**src/rtl/busca_decod_pkg.sv**
```systemverilog
// Shared types and constants for the fetch/decode sequencer and its control unit.
// Latency: n/a (declarations only).
// Backpressure: n/a.
// Contents: sequencer state encoding, default HALT/JMP/JZ opcodes, 4-bit pc increment helper.
package busca_decod_pkg;

  typedef enum logic [2:0] {
    ST_IDLE       = 3'd0,
    ST_FETCH      = 3'd1,
    ST_FETCH_WAIT = 3'd2,
    ST_DECODE     = 3'd3,
    ST_OPER_WAIT  = 3'd4,
    ST_EXEC       = 3'd5,
    ST_HALT       = 3'd6
  } state_e;

  localparam logic [3:0] DEF_HALT_OP = 4'hF;
  localparam logic [3:0] DEF_JMP_OP  = 4'hE;
  localparam logic [3:0] DEF_JZ_OP   = 4'hD;

  // Program counter wraps modulo 16 with no carry out.
  function automatic logic [3:0] pc_inc(input logic [3:0] pc);
    return pc + 4'd1;
  endfunction

endpackage

```
**src/rtl/busca_decod_if.sv**
```systemverilog
// Read port between the sequencer and the 16x8 program/data RAM.
// Latency: mem_rdata reflects mem_addr one clock later (synchronous RAM).
// Backpressure: none; the RAM answers every cycle.
// Signals: mem_addr (sequencer -> RAM, 4b), mem_rdata (RAM -> sequencer, 8b).
interface busca_decod_if;
  logic [3:0] mem_addr;
  logic [7:0] mem_rdata;

  modport master (output mem_addr, input mem_rdata);
  modport slave  (input mem_addr, output mem_rdata);
endinterface

```
**src/rtl/contador_pc.sv**
```systemverilog
// 4-bit program counter with synchronous clear, parallel load and increment.
// Latency: new value visible the cycle after ld/inc.
// Backpressure: none; holds when neither ld nor inc is asserted.
// Ports: clock, clr (sync, active-high), ld/ld_val (load), inc (+1 mod 16), pc (current value).
module contador_pc
  import busca_decod_pkg::*;
(
  input  logic       clock,
  input  logic       clr,
  input  logic       ld,
  input  logic [3:0] ld_val,
  input  logic       inc,
  output logic [3:0] pc
);

  logic [3:0] pc_d;
  logic [3:0] pc_q;

  // Load wins over increment.
  always_comb begin
    pc_d = pc_q;
    if (ld) begin
      pc_d = ld_val;
    end else if (inc) begin
      pc_d = pc_inc(pc_q);
    end
  end

  always_ff @(posedge clock) begin
    if (clr) begin
      pc_q <= '0;
    end else begin
      pc_q <= pc_d;
    end
  end

  assign pc = pc_q;

endmodule

```
**src/rtl/busca_decod.sv**
```systemverilog
// Instruction fetch/decode sequencer: fetches mem[pc], resolves HALT/JMP/JZ, fetches operands.
// Latency: 5 cycles per ALU instruction (FETCH..EXEC), 3 cycles per jump.
// Backpressure: run is sampled only in IDLE, at EXEC and at jump DECODE; a started instruction always completes.
// Ports: clock, reset (sync, active-high), run, ram (RAM read port), acc_zero,
//        opcode/operando (held between pulses), exec_valid (1-cycle pulse), pc, halted.
module busca_decod
  import busca_decod_pkg::*;
#(
  parameter logic [3:0] HALT_OP = DEF_HALT_OP,
  parameter logic [3:0] JMP_OP  = DEF_JMP_OP,
  parameter logic [3:0] JZ_OP   = DEF_JZ_OP
) (
  input  logic                 clock,
  input  logic                 reset,
  input  logic                 run,
  busca_decod_if.master        ram,
  input  logic                 acc_zero,
  output logic [3:0]           opcode,
  output logic [7:0]           operando,
  output logic                 exec_valid,
  output logic [3:0]           pc,
  output logic                 halted
);

  state_e     state_d, state_q;
  logic [7:0] ir_d, ir_q;
  logic [3:0] opcode_d, opcode_q;
  logic [7:0] operando_d, operando_q;
  logic       pc_ld;
  logic       pc_inc_en;
  logic [3:0] pc_w;

  contador_pc u_pc (
    .clock  (clock),
    .clr    (reset),
    .ld     (pc_ld),
    .ld_val (ir_q[3:0]),
    .inc    (pc_inc_en),
    .pc     (pc_w)
  );

  // DECODE is the only cycle that reads the operand address; all other cycles present pc.
  assign ram.mem_addr = (state_q == ST_DECODE) ? ir_q[3:0] : pc_w;

  always_comb begin
    state_d    = state_q;
    ir_d       = ir_q;
    opcode_d   = opcode_q;
    operando_d = operando_q;
    pc_ld      = 1'b0;
    pc_inc_en  = 1'b0;
    case (state_q)
      ST_IDLE: begin
        if (run) state_d = ST_FETCH;
      end
      ST_FETCH: begin
        state_d = ST_FETCH_WAIT;
      end
      ST_FETCH_WAIT: begin
        ir_d    = ram.mem_rdata;
        state_d = ST_DECODE;
      end
      ST_DECODE: begin
        if (ir_q[7:4] == HALT_OP) begin
          state_d = ST_HALT;
        end else if (ir_q[7:4] == JMP_OP) begin
          pc_ld   = 1'b1;
          state_d = run ? ST_FETCH : ST_IDLE;
        end else if (ir_q[7:4] == JZ_OP) begin
          pc_ld     = acc_zero;
          pc_inc_en = !acc_zero;
          state_d   = run ? ST_FETCH : ST_IDLE;
        end else begin
          state_d = ST_OPER_WAIT;
        end
      end
      ST_OPER_WAIT: begin
        operando_d = ram.mem_rdata;
        opcode_d   = ir_q[7:4];
        state_d    = ST_EXEC;
      end
      ST_EXEC: begin
        pc_inc_en = 1'b1;
        state_d   = run ? ST_FETCH : ST_IDLE;
      end
      ST_HALT: begin
        if (!run) state_d = ST_IDLE;
      end
      default: begin
        state_d = ST_IDLE;
      end
    endcase
  end

  always_ff @(posedge clock) begin
    if (reset) begin
      state_q    <= ST_IDLE;
      ir_q       <= '0;
      opcode_q   <= '0;
      operando_q <= '0;
    end else begin
      state_q    <= state_d;
      ir_q       <= ir_d;
      opcode_q   <= opcode_d;
      operando_q <= operando_d;
    end
  end

  assign opcode     = opcode_q;
  assign operando   = operando_q;
  assign exec_valid = (state_q == ST_EXEC);
  assign halted     = (state_q == ST_HALT);
  assign pc         = pc_w;

endmodule

```
**src/flat_wrapper.sv**
```systemverilog
// flat-port wrapper written by rule: the top's interface ports become plain ports
module busca_decod_flat import busca_decod_pkg::*;
#(
  parameter logic [3:0] HALT_OP = DEF_HALT_OP,
  parameter logic [3:0] JMP_OP  = DEF_JMP_OP,
  parameter logic [3:0] JZ_OP   = DEF_JZ_OP
)
  (clock, reset, run, acc_zero, opcode, operando, exec_valid, pc, halted, ram_mem_addr, ram_mem_rdata);
  busca_decod_if ram_i ();
  input  logic clock;
  input  logic reset;
  input  logic run;
  input  logic acc_zero;
  output logic [3:0] opcode;
  output logic [7:0] operando;
  output logic exec_valid;
  output logic [3:0] pc;
  output logic halted;
  output wire logic [$bits(ram_i.mem_addr)-1:0] ram_mem_addr;
  input wire logic [$bits(ram_i.mem_rdata)-1:0] ram_mem_rdata;
  assign ram_mem_addr = ram_i.mem_addr;
  assign ram_i.mem_rdata = ram_mem_rdata;
  busca_decod #(.HALT_OP(HALT_OP), .JMP_OP(JMP_OP), .JZ_OP(JZ_OP)) u_core (.clock(clock), .reset(reset), .run(run), .ram(ram_i), .acc_zero(acc_zero), .opcode(opcode), .operando(operando), .exec_valid(exec_valid), .pc(pc), .halted(halted));
endmodule
```
**config.mk**
```make
export PLATFORM = sky130hd
export DESIGN_NAME = busca_decod_flat
export DESIGN_NICKNAME = d
export VERILOG_FILES = /design/src/rtl/busca_decod_pkg.sv /design/src/rtl/busca_decod_if.sv /design/src/rtl/contador_pc.sv /design/src/rtl/busca_decod.sv /design/src/flat_wrapper.sv
export SDC_FILE = /design/constraint.sdc
export NUM_CORES = 1
export LEC_CHECK = 0
export BUFFER_PORTS_ARGS = -buffer_cell sky130_fd_sc_hd__buf_2
export CAP_MARGIN = 20
export CORE_UTILIZATION = 30
export DETAILED_ROUTE_END_ITERATION = 7
export PLACE_DENSITY = 0.6
export SLEW_MARGIN = 20
export SYNTH_ARGS = -nofsm -noshare
export SYNTH_HDL_FRONTEND = slang
export SYNTH_SLANG_ARGS = --single-unit
```
**constraint.sdc**
```tcl
create_clock -name clock -period 1.62 [get_ports clock]
set_clock_uncertainty 0.2 [all_clocks]
set_input_delay 0.081 -clock clock [delete_from_list [all_inputs] [get_ports clock]]
set_output_delay 0.081 -clock clock [all_outputs]
set_load 0.02 [all_outputs]
```
### Word level (Yosys, flattened, before mapping)

Cells that the tools add are included.

* output and inout port bits: 22
* logic and storage cells: 39
* register bits after elaboration: 27
* input port bits: 12

* reductions and logical operators: 4
* eq/ne operators: 11
* muxes and demuxes: 18
* add/subtract/negate cells: 1

Operator list (count)
* case mux 3 bit (7 select lines): 1
* two-way mux 3 bit: 5
* == test 4 bit, second input constant: 3
* two-way mux 4 bit: 3
* == test 3 bit, second input constant: 3
* two-way mux 1 bit: 8
* == test 3 x 2 -> 1 bit, second input constant: 2
* adder 4 x 1 -> 4 bit, second input constant: 1
* != test 2 bit, second input constant: 2
* == test 3 x 1 -> 1 bit, second input constant: 1
* logical NOT 3 bit: 1
* case mux 1 bit (2 select lines): 1
* AND reduction 2 bit: 1
* nonzero test 2 bit: 1
* logical NOT 1 bit: 1

### Longest topological paths before layout

Gate-level depths: netlist (run 1).

* depth after elaboration: 7
* depth in mapped cells: 6
* gate-level depth less buffers: 4

### Hierarchy

From an unflattened synthesis (run 1), not the netlist that was laid out.

* cell total of the unflattened synthesis: 125
* area, all modules: 1229.9 sq um

Modules (own cells, without submodules)
* busca_decod: seq. area each 460.4 sq um, cells an instance 103, area an instance 1024.7 sq um, instances 1
* contador_pc: seq. area each 80.1 sq um, cells an instance 22, area an instance 205.2 sq um, instances 1

### Least setup slack after synthesis (run 1)

Ideal clock, no wire load.

* path type: reg2reg
* from: reg u_core.state_q[2]
* to: reg u_core.u_pc.pc_q[3], in the netlist u_core.u_pc.pc[3]
* arrival: 1468 ps
* cell stages (with the launch flop): 6
* setup time: 117 ps
* slack: -165 ps
* cell sequence: dfxtp_1 buf_2 nand3b_4 a211oi_4 mux2_2 a32o_1

* word-level cells in the longest chain between the ends: 3
* elaborated cells on any way between the ends: 6

Ends and longest elaborated chain
* start: declaration: line busca_decod.sv:25 `state_e state_d, state_q;`
* start signal: assignment: line busca_decod.sv:102 `state_q <= state_d;`
* == test 3 bit / == test 3 x 2 -> 1 bit (equally long branches): line busca_decod.sv:52 `case (state_q)`
* case mux 1 bit (2 select lines) / two-way mux 1 bit (equally long branches): line busca_decod.sv:52
* nonzero test 2 bit (no line) / two-way mux 4 bit (equally long branches)
* end signal: assignment: line contador_pc.sv:33 `pc_q <= pc_d;`
* end: declaration: line contador_pc.sv:17 `logic [3:0] pc_q;`

Several ways; a longest one is shown, not always the timed one.
A chain may end at the register's enable or synchronous reset.

### Worst setup path in the final report (run 1)

* from: reg u_core.ir_q[5]
* to: reg u_core.u_pc.pc_q[3], in the netlist u_core.u_pc.pc[3]

* word-level cells in the longest chain between the ends: 6
* elaborated cells on any way between the ends: 13

Ends and longest elaborated chain
* start: declaration: line busca_decod.sv:26 `logic [7:0] ir_d, ir_q;`
* start signal: assignment: line busca_decod.sv:103 `ir_q <= ir_d;`
* == test 4 bit: line busca_decod.sv:69 `end else if (ir_q[7:4] == JZ_OP) begin`
* two-way mux 1 bit: line busca_decod.sv:69
* two-way mux 1 bit: line busca_decod.sv:66 `end else if (ir_q[7:4] == JMP_OP) begin`
* two-way mux 1 bit: line busca_decod.sv:64 `if (ir_q[7:4] == HALT_OP) begin`
* case mux 1 bit (2 select lines) / two-way mux 1 bit (equally long branches): line busca_decod.sv:52
* nonzero test 2 bit (no line) / two-way mux 4 bit (equally long branches)

Several ways; a longest one is shown, not always the timed one.

==> flow_summary.yaml, run 1 <==
final_layout:
  areaGrowthSynthToFinish_pct: 39.72
  layout-drive-gt1-share_pct: 35.90
  fill_cells: 420
  antennaDiodeCount: 0
  final_util_pct: 43.70
  fin_nets: 209
timing:
  final.period_utilization_pct: 101.8
  period_minus_slack_ns: 1.650
  worst_pin_slew_ns: 0.3079
  drv_slew: 0
  max_freq_ghz: 0.6061
  fin_setup_tns_ns: -0.02977
  rsz0062_at_grt: "true"
  hold_viol: 0
  setup_viol: 1
  worst_slack_ns: -0.02977
  max_slew_margin_pct: 79.38
  whs_ns: 0.2062
grt:
  grt.total_usage_pct: 12.81
  grt_max_degree: 21
  antenna_found_initial: 0
  grt_pass1_vias: 1047
  grt-ovfl-total: 0
  grt_pass1_wl_um: 4498
clock_network:
  clkTransAtPathRegs_ns: 0.09
  cts_sinks: 27
  cts.htree.levels: 1
  clock_path_buffers: 2
  cts_tree: "built"
  insertion_delay_ns: 0.27
  numCtsBuffers: 3
  cts_setup_buffers: 0
  clockRootBuffer: "clkbuf_8"
die:
  dieArea_um2: 4463
  row_count: 23
  die_w_um: 66.81
  pin_count: 34
  floorplan.initialDensity_pct: 31.27
  core_area_um2: 4029
  die_h_um: 66.81
power:
  leakagePower_uw: 0.0008119
  p_per_area_nw_per_um2: 741.6
  ir_drop_mv: 0.5284
placed_design:
  port_buffers: 33
  pre_cts_ws_ns: -0.02497
  place.gp.congestion: 0.7486
  post-dp-hpwl_um: 2043
setup_path:
  worst-path-max-fanout: 4
  cp-end-kind: "register"
  crit_type: "register to register"
  critPathArrivalTime_ns: 1.61
  worstPathRequired_ns: 1.58
  start_kind: "register"
route:
  num_vias: 1119
  drt_iter0_markers: 25
  routed_wl_um: 2857
  drc: 0
  vias_per_cell: 4.567
  final_antenna_net_count: 0
  wl_per_cell_um: 11.66
  dr.pass1.iters: 4
synth:
  synth-edff-count: 0
  yosys-top-cells-count: "nor2_1 (28), dfxtp_1 (27), mux2i_1 (18)"
  synth_seq_cells: 27
  synth_top_cell_area_share_pct: 42.90
  yosys.area.top_type: "dfxtp_1"
  synth.net_count: 149
  ys.flop_type: "dfxtp_1"
  synthArstFlopShare_pct: 0
  synth_sequential_area_ratio_pct: 42.90
  synth_cells: 136
  synth.avg_cell_area_um2: 9.264
  synth.most_common_cell: "nor2_1"
  yosysUniqueCellTypes: 36
  yosys_warnings: 0
  synth.area.top_cells: "dfxtp_1 (43%), mux2i_1 (14%), nor2_1 (8.3%)"
  synthesis.area_um2: 1260
hold_path:
  hold_path.class: "input port to register"
run:
  drv_cap: 0
status:
  status: "finished, violations left"
  violations: "negative setup slack"
-- area by class of cell --
cell class / count / area, µm² / area share (%)
multi-input cells: 95 / 655.6 / 37.24
repair buffers: 63 / 427.9 / 24.31
inverters: 6 / 22.52 / 1.279
clock buffers: 4 / 45.04 / 2.559
flip-flops and latches: 27 / 546.8 / 31.06
well taps: 50 / 62.56 / 3.554
-- where the power goes --
part / total [µW] / switching (µW) / leakage, µW / internal (µW)
combinational: 216 / 106 / 0.000568 / 111
clock: 378 / 202 / 0.0000228 / 176
sequential: 711 / 21.9 / 0.000221 / 689
total: 1310 / 330 / 0.000812 / 976
-- registers in the layout, indices dropped and copies added (netlist names) --
| signal | count |
|---|---|
| u_core.ir_q | 8 |
| u_core.operando | 8 |
| u_core.opcode | 4 |
| u_core.u_pc.pc | 4 |
| u_core.state_q | 3 |
-- metrics by stage --
stage	power, µW	instances	instance area, µm²
2_1_floorplan	843.5	136	1271
3_3_place_gp	914.7	230	1598
3_5_place_dp	915.6	230	1598
4_1_cts	1310	244	1744
5_1_grt	1368	245	1760
6_report	1306	245	1760
-- final timing paths --
check	depth (start not counted)	start	end	slack [ns]
worst max-delay path	4	u_core.ir_q[5]	u_core.u_pc.pc[3]	-0.03
worst min-delay path	5	acc_zero	u_core.u_pc.pc[0]	0.21
worst max register to register	4	u_core.ir_q[5]	u_core.u_pc.pc[3]	-0.03
worst min register to register	2	u_core.opcode[0]	u_core.opcode[0]	0.29
-- worst max-delay path: stages (launching register included) --
cell      delay [ns]
dfxtp_2         0.35
nand3b_1        0.21
a211oi_4        0.27
mux2_4          0.32
a32o_1          0.19
-- per-layer routing --
layer  routed length [µm]  global-route usage [%]
met1                 1372                   16.30
met4                    0                   2.394
met2                 1379                   22.73
met5                    0                       0
met3                  105                   1.884
-- cell usage in the layout, fill, tap and decap left out, drive strengths merged --
| cell | count |
|---|---|
| buf | 53 |
| nor2 | 28 |
| dfxtp | 27 |
| mux2i | 18 |
| dlygate4sd3 | 10 |
| nand2 | 9 |
| inv | 6 |
| a21oi | 5 |
| o21ai | 5 |
| a31oi | 4 |
| clkbuf | 4 |
| and3 | 3 |
| nor3b | 2 |
| xor2 | 2 |
| and3b | 2 |
| nand3b | 2 |
| a211oi | 2 |
| o211ai | 1 |
| nand4 | 1 |
| a221oi | 1 |
| o21a | 1 |
| nand2b | 1 |
| a41o | 1 |
| a2111oi | 1 |
| o221a | 1 |
| and2 | 1 |
| nor2b | 1 |
| mux2 | 1 |
| a32o | 1 |
| ha | 1 |
-- kinds of logic after synthesis --
family / Yosys count / share of synthesized area [%]
AOI/OAI and AO/OA: 23 / 13.80
xor gates and xnor gates: 2 / 1.391
adders and majority gates: 1 / 0.9929
buffers and inverters: 14 / 5.759
DFF: 27 / 42.90
muxes: 19 / 15.19
and+or+nand+nor: 50 / 19.96
-- repair_timing --
action | 4_1_cts | 5_1_grt
hold buffers | 10 | 0
endpoints found under the setup margin | 2 | 20
pin swaps | 2 | 1
endpoints found under the hold margin | 20 | 0
resized for setup | 1 | 10
cloned | 0 | 1
(Power assumes the default switching activity.)
==> run 2: changes to the inputs <==
--- a/config.mk
+++ b/config.mk
@@ -5,11 +5,12 @@
 export SDC_FILE = /design/constraint.sdc
 export NUM_CORES = 1
 export LEC_CHECK = 0
+export ABC_AREA = 1
 export BUFFER_PORTS_ARGS = -buffer_cell sky130_fd_sc_hd__buf_2
 export CAP_MARGIN = 20
 export CORE_UTILIZATION = 30
 export DETAILED_ROUTE_END_ITERATION = 7
-export PLACE_DENSITY = 0.6
+export PLACE_DENSITY = 0.61
 export SLEW_MARGIN = 20
 export SYNTH_ARGS = -nofsm -noshare
 export SYNTH_HDL_FRONTEND = slang
==> flow_summary.yaml, run 2 <==
status:
  status: "finished, final reports clean"
die:
  die_w_um: 65.90
  pin_count: 34
  row_count: 22
  floorplan.initialDensity_pct: 32.25
  dieArea_um2: 4343
  core_area_um2: 3799
  die_h_um: 65.90
final_layout:
  layout_common_cells: "buf_2 (32), nor2_1 (27), dfxtp_1 (24), o21ai_0 (22), nand2_1 (18)"
  finalNonFillerCells: 268
  fin_nets: 234
  layout-drive-gt1-share_pct: 27.73
  layout_commonest_cell: "buf_2"
  areaGrowthSynthToFinish_pct: 36.06
  antennaDiodeCount: 0
route:
  drt_iter0_markers: 69
  final_antenna_net_count: 0
  vias_per_cell: 4.530
  drc: 0
  routed_wl_um: 2710
  dr.pass1.iters: 4
  wl_per_cell_um: 10.11
  num_vias: 1214
hold_path:
  min_from: "acc_zero"
  hold_path.class: "input port to register"
synth:
  yosysUniqueCellTypes: 23
  synth_seq_cells: 27
  synth-adder-area-share_pct: 1.021
  ys.flop_type: "dfxtp_1"
  synth_top_cell_area_share_pct: 44.13
  yosys_warnings: 0
  synth_top_family_by_area: "simple AND/OR/NAND/NOR gates"
  synth_cells: 167
  yosys.area.top_type: "dfxtp_1"
  synth.net_count: 180
  synth-compound-area-share_pct: 17.47
  yosys.area_share.xor_xnor_pct: 1.430
  yosys-top-cells-count: "dfxtp_1 (27), nor2_1 (27), o21ai_0 (23)"
  synth_sequential_area_ratio_pct: 44.13
  yosys.area_share.simple_pct: 26.35
  synth.mux.area_fraction_pct: 0
  synthArstFlopShare_pct: 0
  synth-edff-count: 0
  synth.area.top_cells: "dfxtp_1 (44%), o21ai_0 (9.4%), nor2_1 (8.3%)"
  synth.avg_cell_area_um2: 7.335
  synthesis.area_um2: 1225
timing:
  max_slew_margin_pct: 82.01
  setup_viol: 0
  fin_setup_tns_ns: 0
  hold_viol: 0
  rsz0062_at_grt: "false"
  max_freq_ghz: 0.6586
  period_minus_slack_ns: 1.518
  drv_slew: 0
  worst_slack_ns: 0.1015
  worst_pin_slew_ns: 0.2699
  final.period_utilization_pct: 93.73
placed_design:
  port_buffers: 33
  pre_cts_ws_ns: 0.09134
  dpl.cell_count: 249
  post-dp-hpwl_um: 2014
  place.gp.congestion: 0.7325
clock_network:
  insertion_delay_ns: 0.27
  cts.htree.levels: 1
  cts_sinks: 27
  clkTransAtPathRegs_ns: 0.09
  cts_tree: "built"
  clock_path_buffers: 2
  numCtsBuffers: 3
  clockRootBuffer: "clkbuf_8"
grt:
  grt_pass1_vias: 1097
  antenna_found_initial: 0
  grt.total_usage_pct: 13.81
  grt-ovfl-total: 0
  grt_pass1_wl_um: 4692
  grt_max_degree: 17
setup_path:
  worst-path-max-fanout: 6
  cp-end-kind: "output pin"
  start_kind: "register"
  worstPathRequired_ns: 1.34
  r2r-start: "u_core.state_q[0]"
  worstSetupEndpoint: "ram_mem_addr[3]"
  startpoint: "u_core.state_q[0]"
  crit_type: "register to output pin"
  worstReg2RegEnd: "u_core.u_pc.pc[3]"
  reg2reg_depth: 9
  critPathArrivalTime_ns: 1.24
  ff2ff_setup_slack_ns: 0.19
power:
  total_power_uw: 1370
  ir_drop_mv: 0.5820
  p_per_area_nw_per_um2: 821.8
  leakagePower_uw: 0.0007810
run:
  drv_cap: 0
## run 2: changes by cell type in the layout (fill, tap and decap cells not counted), moves of 3 or more
cell,delta
a21oi_1,+10
and3_1,-3
nand2_1,+9
dfxtp_2,-4
inv_2,+3
buf_4,-8
o21ai_0,+20
mux2i_1,-18
a31oi_1,-3
nand3_1,+17
inv_1,+11
## run 2: routing by layer
layer / vias to the layer above / global-route usage [%] / part of all wire (%)
met3: 5 / 3.793 / 5.4
met1: 531 / 17.46 / 49
li1: 652 / - / -
met4: 0 / 4.076 / 1.1
met5: - / 0 / 0
met2: 26 / 22.58 / 44
## run 2: layout make-up
| cell class | count | area (µm²) |
|---|---|---|
| Fill cell | 422 | 2132 |
| Multi-Input combinational cell | 115 | 589.3 |
| Sequential cell | 27 | 549.3 |
| Timing Repair Buffer | 53 | 342.8 |
| Inverter | 21 | 78.83 |
| Tap cell | 48 | 60.06 |
| Clock buffer | 3 | 41.29 |
| Clock inverter | 1 | 5.005 |
## run 2: report_power, final
part | switching [µW] | internal (µW) | total [µW]
clock | 210 | 173 | 383
combinational | 138 | 100 | 238
sequential | 37.3 | 712 | 749
## run 2: worst max-delay path, cell delays in order, from the launching register on
cell and delay (ns):
dfxtp_2 0.40, nand2_4 0.08, nor2_4 0.14, nand2_1 0.06, o21ai_0 0.08, buf_2 0.20
## run 2: cells by family after synthesis
group / after synthesis
AND/OR/NAND/NOR: 69
AO/OA/AOI/OAI: 42
flip-flops: 27
buffers and inverters: 26
XOR/XNOR: 2
adder cells (fa/ha/maj): 1
## run 2: worst min-delay path by stage
stage | end | depth (start not counted)
global route | u_core.u_pc.pc[2] | 5
global placement | u_core.state_q[2] | 2
CTS | u_core.u_pc.pc[2] | 5
floorplan | u_core.state_q[1] | 1
finish | u_core.u_pc.pc[2] | 5
detailed placement | u_core.state_q[1] | 2
## run 2: repair_timing
action	4_1_cts	5_1_grt
setup buffers	4	0
endpoints found under the hold margin	19	0
hold buffers	10	0
pin swaps	1	1
resized for setup	4	7
setup endpoints to repair	4	8
cloned	1	0
## run 2: metrics by stage
stage	area, µm²	utilization, %	hold WS [ns]
2_1_floorplan	1225	-	-0.04993
3_3_place_gp	1456	38.34	0.07527
3_5_place_dp	1456	38.34	0.07513
4_1_cts	1645	43.31	0.1043
5_1_grt	1667	43.87	0.1087
6_report	1667	43.87	0.09193
==> run 3: changes to the inputs <==
--- a/config.mk
+++ b/config.mk
@@ -6,11 +6,11 @@
 export NUM_CORES = 1
 export LEC_CHECK = 0
 export ABC_AREA = 1
-export BUFFER_PORTS_ARGS = -buffer_cell sky130_fd_sc_hd__buf_2
 export CAP_MARGIN = 20
 export CORE_UTILIZATION = 30
 export DETAILED_ROUTE_END_ITERATION = 7
-export PLACE_DENSITY = 0.61
+export DONT_BUFFER_PORTS = 1
+export PLACE_DENSITY = 0.53
 export SLEW_MARGIN = 20
 export SYNTH_ARGS = -nofsm -noshare
 export SYNTH_HDL_FRONTEND = slang
==> flow_summary.yaml, run 3 (synthesis gave the netlist of run 2 again) <==
timing:
  max_freq_ghz: 0.6623
  fin_setup_tns_ns: 0
  hold_viol: 0
  max_slew_margin_pct: 70.11
  drv_slew: 0
  rsz0062_at_grt: "false"
  final.period_utilization_pct: 93.20
  setup_viol: 0
  worst_pin_slew_ns: 0.4453
  period_minus_slack_ns: 1.510
die:
  die_h_um: 65.90
  core_area_um2: 3799
  dieArea_um2: 4343
  die_w_um: 65.90
  row_count: 22
  pin_count: 34
  floorplan.initialDensity_pct: 32.25
route:
  routed_wl_um: 2895
  drt_iter0_markers: 35
  drc: 0
  num_vias: 1149
  dr.pass1.iters: 4
  final_antenna_net_count: 0
  vias_per_cell: 4.788
  wl_per_cell_um: 12.06
final_layout:
  fin_nets: 206
  multiInputGateArea_um2: 589.3
  seqCellArea_um2: 546.8
  layout-drive-gt1-share_pct: 16.67
  final_util_pct: 40.88
  layout_commonest_cell: "nor2_1"
  layout_common_cells: "nor2_1 (27), dfxtp_1 (24), o21ai_0 (21), nand2_1 (18)"
  antennaDiodeCount: 0
  final_cell_area_um2: 1553
  areaGrowthSynthToFinish_pct: 26.76
  fill_cells: 407
setup_path:
  reg2reg_depth: 8
  start_kind: "register"
  critPathArrivalTime_ns: 1.23
  crit_slowest_cell: "dfxtp_4"
  crit_chain: "nand2_4 > nor2_4 > inv_1 > nand2_1 > o21ai_1 > buf_4"
  ff2ff_setup_slack_ns: 0.18
  worstPathRequired_ns: 1.34
  worstReg2RegEnd: "u_core.u_pc.pc[3]"
  r2r-start: "u_core.state_q[1]"
  slowest_delay_ns: 0.41
  worst-path-max-fanout: 6
  crit_type: "register to output pin"
  cp-end-kind: "output pin"
grt:
  grt_busiest_layer: "met2"
  grt_util_met2_pct: 25.51
  grt_use_met3_pct: 3.103
  grt_util_met1_pct: 18.51
  antenna_found_initial: 0
  grt.total_usage_pct: 14.95
  grt_pass1_wl_um: 4933
  grt_pass1_vias: 1094
  grt_max_degree: 19
  grt-ovfl-total: 0
placed_design:
  postPlaceCellArea_um2: 1341
  place.gp.congestion: 0.7870
  post-dp-hpwl_um: 2052
  port_buffers: 0
clock_network:
  cts_sinks: 27
  insertion_delay_ns: 0.27
  clock_path_buffers: 2
  cts.htree.levels: 1
  cts_tree: "built"
  numCtsBuffers: 3
  clkTransAtPathRegs_ns: 0.10
  clockRootBuffer: "clkbuf_8"
hold_path:
  hold_end: "u_core.u_pc.pc[2]"
  hold_path.class: "input port to register"
  min_from: "acc_zero"
  hold_depth: 5
power:
  ir_drop_mv: 0.3956
  leakagePower_uw: 0.0006489
  p_per_area_nw_per_um2: 887.0
run:
  drv_cap: 0
status:
  status: "finished, final reports clean"
## run 3: what timing repair did
action / CTS / global route
hold endpoints to repair: 22 / 0
pin swaps: 1 / 1
resized for setup: 5 / 5
cloned: 1 / 0
setup endpoints to repair: 4 / 9
hold buffers: 11 / 0
setup buffers: 3 / 0
## run 3: layout make-up
type                       count  share of cell area [%]
clock buffer                   3                   2.659
clock inverter                 1                  0.5641
inverter                      21                   5.077
multi-input combinational    115                   37.95
sequential                    27                   35.21
tap                           48                   3.868
timing repair buffer          25                   14.67
## run 3: worst max-delay path by stage
stage | start | end
3_3_place_gp | u_core.state_q[1] | u_core.u_pc.pc[3]
3_5_place_dp | u_core.state_q[1] | u_core.u_pc.pc[3]
2_1_floorplan | u_core.state_q[1] | ram_mem_addr[1]
4_1_cts | u_core.state_q[1] | ram_mem_addr[1]
6_report | u_core.state_q[1] | ram_mem_addr[1]
5_1_grt | u_core.state_q[0] | ram_mem_addr[1]
## run 3: critical path: cells and delay by family, from the launching register on
kind,cells,cell delay [ns]
AO/OA/AOI/OAI,1,0.06
AND/OR/NAND/NOR,3,0.27
flip-flops,1,0.41
buffers and inverters,2,0.22
## run 3: through the flow
stage / total power [µW] / hold slack (ns) / setup slack [ns] / instances
floorplan: 900.9 / -0.04993 / 0.1286 / 167
global placement: 936.8 / -0.04952 / 0.1268 / 221
detailed placement: 942.5 / -0.04242 / 0.06907 / 221
CTS: 1387 / 0.03784 / 0.002461 / 240
global route: 1452 / 0.1344 / 0.008058 / 240
finish: 1377 / 0.08440 / 0.1102 / 240
## run 3: per-layer routing
layer	share of wire (%)	wire length [µm]
met4	0.93	27
met1	46	1332
met2	49	1408
met3	4.4	127
met5	0	0
## run 3: report_power, final
part,internal [µW],switching [µW]
Sequential,713,55.7
Clock,181,229
Combinational,83.7,116
Total,977,400
